[src/rtl/niq_dispatch.sv]
// Pops one descriptor at a time from the input-queue FIFO and presents it to a wr/ack consumer.
// Latency: wr rises two cycles after the read strobe; backpressure: wr is held until ack or TIMEOUT_CYCLES, then the descriptor is dropped.
module niq_dispatch #(
    parameter logic [15:0] TIMEOUT_CYCLES = 16'd1024
) (
    input  logic        i_clk,
    input  logic        i_rst_n,
    input  logic [56:0] iv_fifo_rdata,
    input  logic        i_fifo_empty,
    output logic        o_fifo_rd,
    output logic [47:0] ov_tsntag,
    output logic [8:0]  ov_bufid,
    output logic        o_descriptor_wr,
    input  logic        i_descriptor_ack,
    output logic [15:0] ov_dispatch_cnt,
    output logic [15:0] ov_timeout_cnt
);

    typedef enum logic [2:0] {
        IDLE_S    = 3'd0,
        READ_S    = 3'd1,
        LATCH_S   = 3'd2,
        SEND_S    = 3'd3,
        RELEASE_S = 3'd4
    } state_t;

    state_t      state;
    state_t      state_nxt;
    logic [15:0] tmo_cnt;
    logic [15:0] tmo_nxt;
    logic        rd_nxt;
    logic        wr_nxt;
    logic [47:0] tag_nxt;
    logic [8:0]  bufid_nxt;
    logic [15:0] disp_nxt;
    logic [15:0] to_nxt;
    logic        tmo_expired;

    // tmo_cnt counts completed wr-high cycles, so this is true in the last allowed cycle.
    assign tmo_expired = ({1'b0, tmo_cnt} + 17'd1) >= {1'b0, TIMEOUT_CYCLES};

    always_ff @(posedge i_clk or negedge i_rst_n) begin
        if (!i_rst_n) begin
            state           <= IDLE_S;
            tmo_cnt         <= 16'd0;
            o_fifo_rd       <= 1'b0;
            o_descriptor_wr <= 1'b0;
            ov_tsntag       <= 48'd0;
            ov_bufid        <= 9'd0;
            ov_dispatch_cnt <= 16'd0;
            ov_timeout_cnt  <= 16'd0;
        end else begin
            state           <= state_nxt;
            tmo_cnt         <= tmo_nxt;
            o_fifo_rd       <= rd_nxt;
            o_descriptor_wr <= wr_nxt;
            ov_tsntag       <= tag_nxt;
            ov_bufid        <= bufid_nxt;
            ov_dispatch_cnt <= disp_nxt;
            ov_timeout_cnt  <= to_nxt;
        end
    end

    always_comb begin
        state_nxt = IDLE_S;
        tmo_nxt   = tmo_cnt;
        rd_nxt    = 1'b0;
        wr_nxt    = 1'b0;
        tag_nxt   = ov_tsntag;
        bufid_nxt = ov_bufid;
        disp_nxt  = ov_dispatch_cnt;
        to_nxt    = ov_timeout_cnt;
        case (state)
            IDLE_S: begin
                if (!i_fifo_empty) begin
                    rd_nxt    = 1'b1;
                    state_nxt = READ_S;
                end
            end
            READ_S: begin
                state_nxt = LATCH_S;
            end
            LATCH_S: begin
                tag_nxt   = iv_fifo_rdata[56:9];
                bufid_nxt = iv_fifo_rdata[8:0];
                wr_nxt    = 1'b1;
                tmo_nxt   = 16'd0;
                state_nxt = SEND_S;
            end
            SEND_S: begin
                // Ack is checked first so an ack in the expiry cycle counts as a dispatch.
                if (i_descriptor_ack) begin
                    disp_nxt  = ov_dispatch_cnt + 16'd1;
                    tag_nxt   = 48'd0;
                    bufid_nxt = 9'd0;
                    state_nxt = RELEASE_S;
                end else if (tmo_expired) begin
                    to_nxt    = ov_timeout_cnt + 16'd1;
                    tag_nxt   = 48'd0;
                    bufid_nxt = 9'd0;
                    state_nxt = RELEASE_S;
                end else begin
                    wr_nxt    = 1'b1;
                    tmo_nxt   = tmo_cnt + 16'd1;
                    state_nxt = SEND_S;
                end
            end
            RELEASE_S: begin
                tag_nxt   = 48'd0;
                bufid_nxt = 9'd0;
                state_nxt = IDLE_S;
            end
            default: begin
                state_nxt = IDLE_S;
            end
        endcase
    end

endmodule
[config.mk]
export PLATFORM = sky130hd
export DESIGN_NAME = niq_dispatch
export DESIGN_NICKNAME = d
export VERILOG_FILES = /design/src/rtl/niq_dispatch.sv
export SDC_FILE = /design/constraint.sdc
export NUM_CORES = 1
export LEC_CHECK = 0
export ABC_AREA = 1
export ABC_CLOCK_PERIOD_IN_PS = 2300
export BUFFER_PORTS_ARGS = -buffer_cell sky130_fd_sc_hd__buf_2
export CAP_MARGIN = 20
export CORE_MARGIN = 4
export CORE_UTILIZATION = 35
export CTS_CLUSTER_SIZE = 10
export DETAILED_ROUTE_END_ITERATION = 10
export PLACE_DENSITY = 0.68
export SKIP_LAST_GASP = 1
export SYNTH_ARGS = -nofsm -noshare
export SYNTH_HDL_FRONTEND = slang
export SYNTH_SLANG_ARGS = --single-unit
[constraint.sdc]
create_clock -name i_clk -period 2.3 [get_ports i_clk]
set_input_delay 0.345 -clock i_clk [delete_from_list [all_inputs] [get_ports i_clk]]
set_output_delay 0.345 -clock i_clk [all_outputs]
set_load 0.05 [all_outputs]
==> results.txt <==
- The average instance in the mapped netlist occupies roughly 8.6 um2.
* Number of I/O pins: 152
- Row generation in the floorplan step produced 44 rows.
* Total of warnings raised by yosys: 0
- Total power density per cell area: roughly 1300 nW/um2
* Timing-limited maximum frequency: around 470 MHz
* Transition time of the tightest slew-check pin: between 600 and 700 ps
- The smallest clock period supported by the final layout is computed as ~2100 ps.
* Status: completed
- CTS placed an instance of clkbuf_16 at the clock tree root.
- TritonCTS clock tree: yes
- The final count of hold timing violations is 0.
* Width of the die: 130 um
* Number of sinks driven by the clock tree: 110
- Final core occ: between 40% and 50%
- Summed over all nets, the half-perimeter wirelength after detailed placement is roughly 9400 um.
- Met3 track demand over resource in global routing: 4.38%
- RR Startpoint: tmo_cnt[0]
- Path category of the worst min-delay check: in2reg
- No sink is reached through more buffers than the 2 on the longest clock path.
- For the worst-skew pair, the clock arrives at the later sink with an insertion delay of roughly 350 ps.
- Worst Path Required: roughly 2600 ps
- Synthesis handed over a netlist of between 600 and 700 instances.
- The analysis attributes to cell leakage a power of between 3 and 4 nW.
- Total iterations of the first detailed-routing run: 5
- Global-route total usage across every layer: between 15 and 20%
* Cell area after synthesis: approximately 5200 um2
- Worst Setup Start Kind: flip-flop
- For flop-to-flop paths, the worst setup slack is ~160 ps.
- Clock transition at path regs: around 70 ps
- For this block, the routed nets add up to 13600 um of wire.
* Data arrival time of the worst path: roughly 2400 ps
- Met2 Resource Use GR: between 20% and 30%
* Vias in the first global route: 4416
- For the worst flop-to-flop path, the logic depth is 12.
- Tcrit/Tclk final: between 90 and 100%
- The total area inside the core boundary comes to roughly 15000 um2.
* Routability congestion estimate from global placement: between 0.9 and 1
- Entering global routing, the biggest net connects 59 pins.
- Share of synthesized area occupied by flip-flops and latches: between 50% and 60%
- Asr flop ratio synth: between 90% and 100%
- Count of endpoints failing setup in the final report: 0
- Across the run, the number of max-cap violations was 0.
- For this run, design rule violations remaining after detail routing come to 0.
- Leaving out fill and tap cells, the most frequent cell in the layout is nand2_1.
* Total number of vias: around 4700
- Number of routed nets with antenna violations: 0
* Initial DRC Count: 250
- In this run the critical register-to-register path is captured at ov_bufid[5].
* Die area: 17000 um2
- Cts bufs inserted: 9
- Maximum level of the CTS H-tree: 3
* IR drop worst, VDD: 791 uV
- For this run, the number of standard cells in the final layout without fillers is around 950.
- Most used routing layer: met1
- Of the cells placed in the final design, the portion with a size suffix greater than 1 is approximately 28%.
* Met1 demand-to-capacity share in global routing: a little under a quarter
- CP endpoint: ov_bufid[5]
- The first global-routing pass estimated 22000 um of wire.
* Hold_sp: i_fifo_empty
- Once the floorplan was initialized, standard cells occupied 35.9% of the core.
- Final Max Tran Viols: 0
- The most used flip-flop cell after synthesis is dfrtp_1.
- Between clock sinks in the finished design, the worst skew comes to between 10 and 15 ps.
- Largest fanout of any net on the critical path: 19
* Height of the die: ~130 um
* Placed cell count: 926
- Endpoint type of the worst setup path: flip-flop
- Counting flops with a built-in enable in the synthesized netlist gives 0.
- Startpoint of the most critical setup path: tmo_cnt[0]
- Net total in the final layout: 822
- Area growth from synthesis to final layout: 25.5%
* Commonest cells after routing, fill and taps aside: 195 x nand2_1, 150 x buf_2, 109 x dfrtp_1, 72 x nand4_1, 43 x nand3_1
* Total negative setup slack: 0 ps
- Mapped Nets: 673
- Port buffering added between 150 and 200 buffers.
* Unrepaired setup endpoints after global routing: false
* Yosys reg bits: 110
- Layout fillers: ~1500
* Initial antenna violation count: 1
- Worst Setup Path Type: reg2reg
* Aggregate global routing overflow: 0
- Yosys mapped the design onto 28 distinct sky130hd cell types.
- Wirelength per Cell: approximately 14 um
- Relative slew slack: about 60%
- Dividing the detail-routed via count by the number of cells gives a little under 5.
per-layer routing:
| layer | share of wire, % | up-vias |
|---|---|---|
| met3 | 7.3 | 17 |
| met2 | 45 | 159 |
| met1 | 46 | 2215 |
| met5 | 0 | - |
| met4 | 1.7 | 0 |
| li1 | - | 2296 |
flip-flops by register name (all words and copies together) (netlist names):
signal,flops
o_descriptor_wr,1
o_fifo_rd,1
ov_dispatch_cnt,16
ov_timeout_cnt,16
ov_bufid,9
state,3
ov_tsntag,48
tmo_cnt,16
through the flow:
stage                     setup slack, ps  power (mW)  hold WS, ps  area (um2)
after floorplan                       345        6.08         49.4        5230
after global placement                213        7.02          348        6190
after detailed placement              115        7.09          353        6190
after CTS                            96.7        8.62          141        6480
after global routing                 2.64        9.23          150        6560
final                                 161        8.67          156        6560
power breakdown:
group / internal, mW / switching [mW]
clock network: 0.775 / 0.719
logic: 1.04 / 3.30
registers: 2.48 / 0.361
layout make-up:
class	count	area [um2]	share of cell area (%)
Clock buffer	12	246	3.76
Clock inverter	4	30.0	0.457
Timing Repair Buffer	170	966	14.7
Inverter	38	143	2.17
Multi-Input combinational cell	428	2190	33.4
Antenna cell	1	2.50	0.0381
Sequential cell	110	2750	42.0
Tap cell	184	230	3.51
timing repair:
item	4_1_cts	5_1_grt
hold buffers	1	0
hold endpoints to repair	35	0
buffers inserted	0	2
gates resized for setup	0	10
endpoints found under the setup margin	0	76
cells by family (layout without fill, tap and decap cells):
logic type | after synthesis | count (layout) | synth area share, %
xor+xnor | 35 | 35 | 5.86
buf+inv | 70 | 224 | 5.96
compound gates | 7 | 7 | 0.717
fa+ha+maj | 4 | 4 | 0.957
other cells | 0 | 1 | 0
flops | 110 | 110 | 52.6
simple gates | 381 | 381 | 33.7
mux | 1 | 1 | 0.215
Yosys cell counts, types with 2 or more instances:
master / number / area share, %
buf_1: 2 / 0.14
buf_2: 5 / 0.48
buf_6: 3 / 0.65
clkbuf_1: 20 / 1.4
dfrtp_1: 110 / 53
ha_1: 4 / 0.96
inv_1: 36 / 2.6
inv_2: 2 / 0.14
nand2_1: 196 / 14
nand2_2: 14 / 1.7
nand3_1: 44 / 4.2
nand3_2: 2 / 0.38
nand4_1: 72 / 8.6
nor2_1: 33 / 2.4
nor2_2: 6 / 0.72
nor2_4: 2 / 0.43
nor3_1: 10 / 0.96
o21ai_0: 4 / 0.38
xnor2_1: 15 / 2.5
xor2_1: 20 / 3.3
how the worst min path moves through the flow:
stage                     cells after the start                  to  slack, ps
after global routing                          2           o_fifo_rd        150
after global placement                        1  ov_dispatch_cnt[4]        350
final                                         2           o_fifo_rd        160
after detailed placement                      1  ov_dispatch_cnt[4]        350
after CTS                                     2           o_fifo_rd        140
after floorplan                               0     o_descriptor_wr         50
worst max-delay path, cell delays in order (launching register included):
cell and delay, ps:
dfrtp_1 420, ha_1 230, nand3_2 130, nor2_2 200, nand4_1 100, nand2_1 90, nand2_1 80, nor2_4 160
nand3_2 150, nand2_4 170, clkbuf_16 220, nand2_1 70, nand2_1 50
No activity file was read; power rests on OpenSTA's default activity.
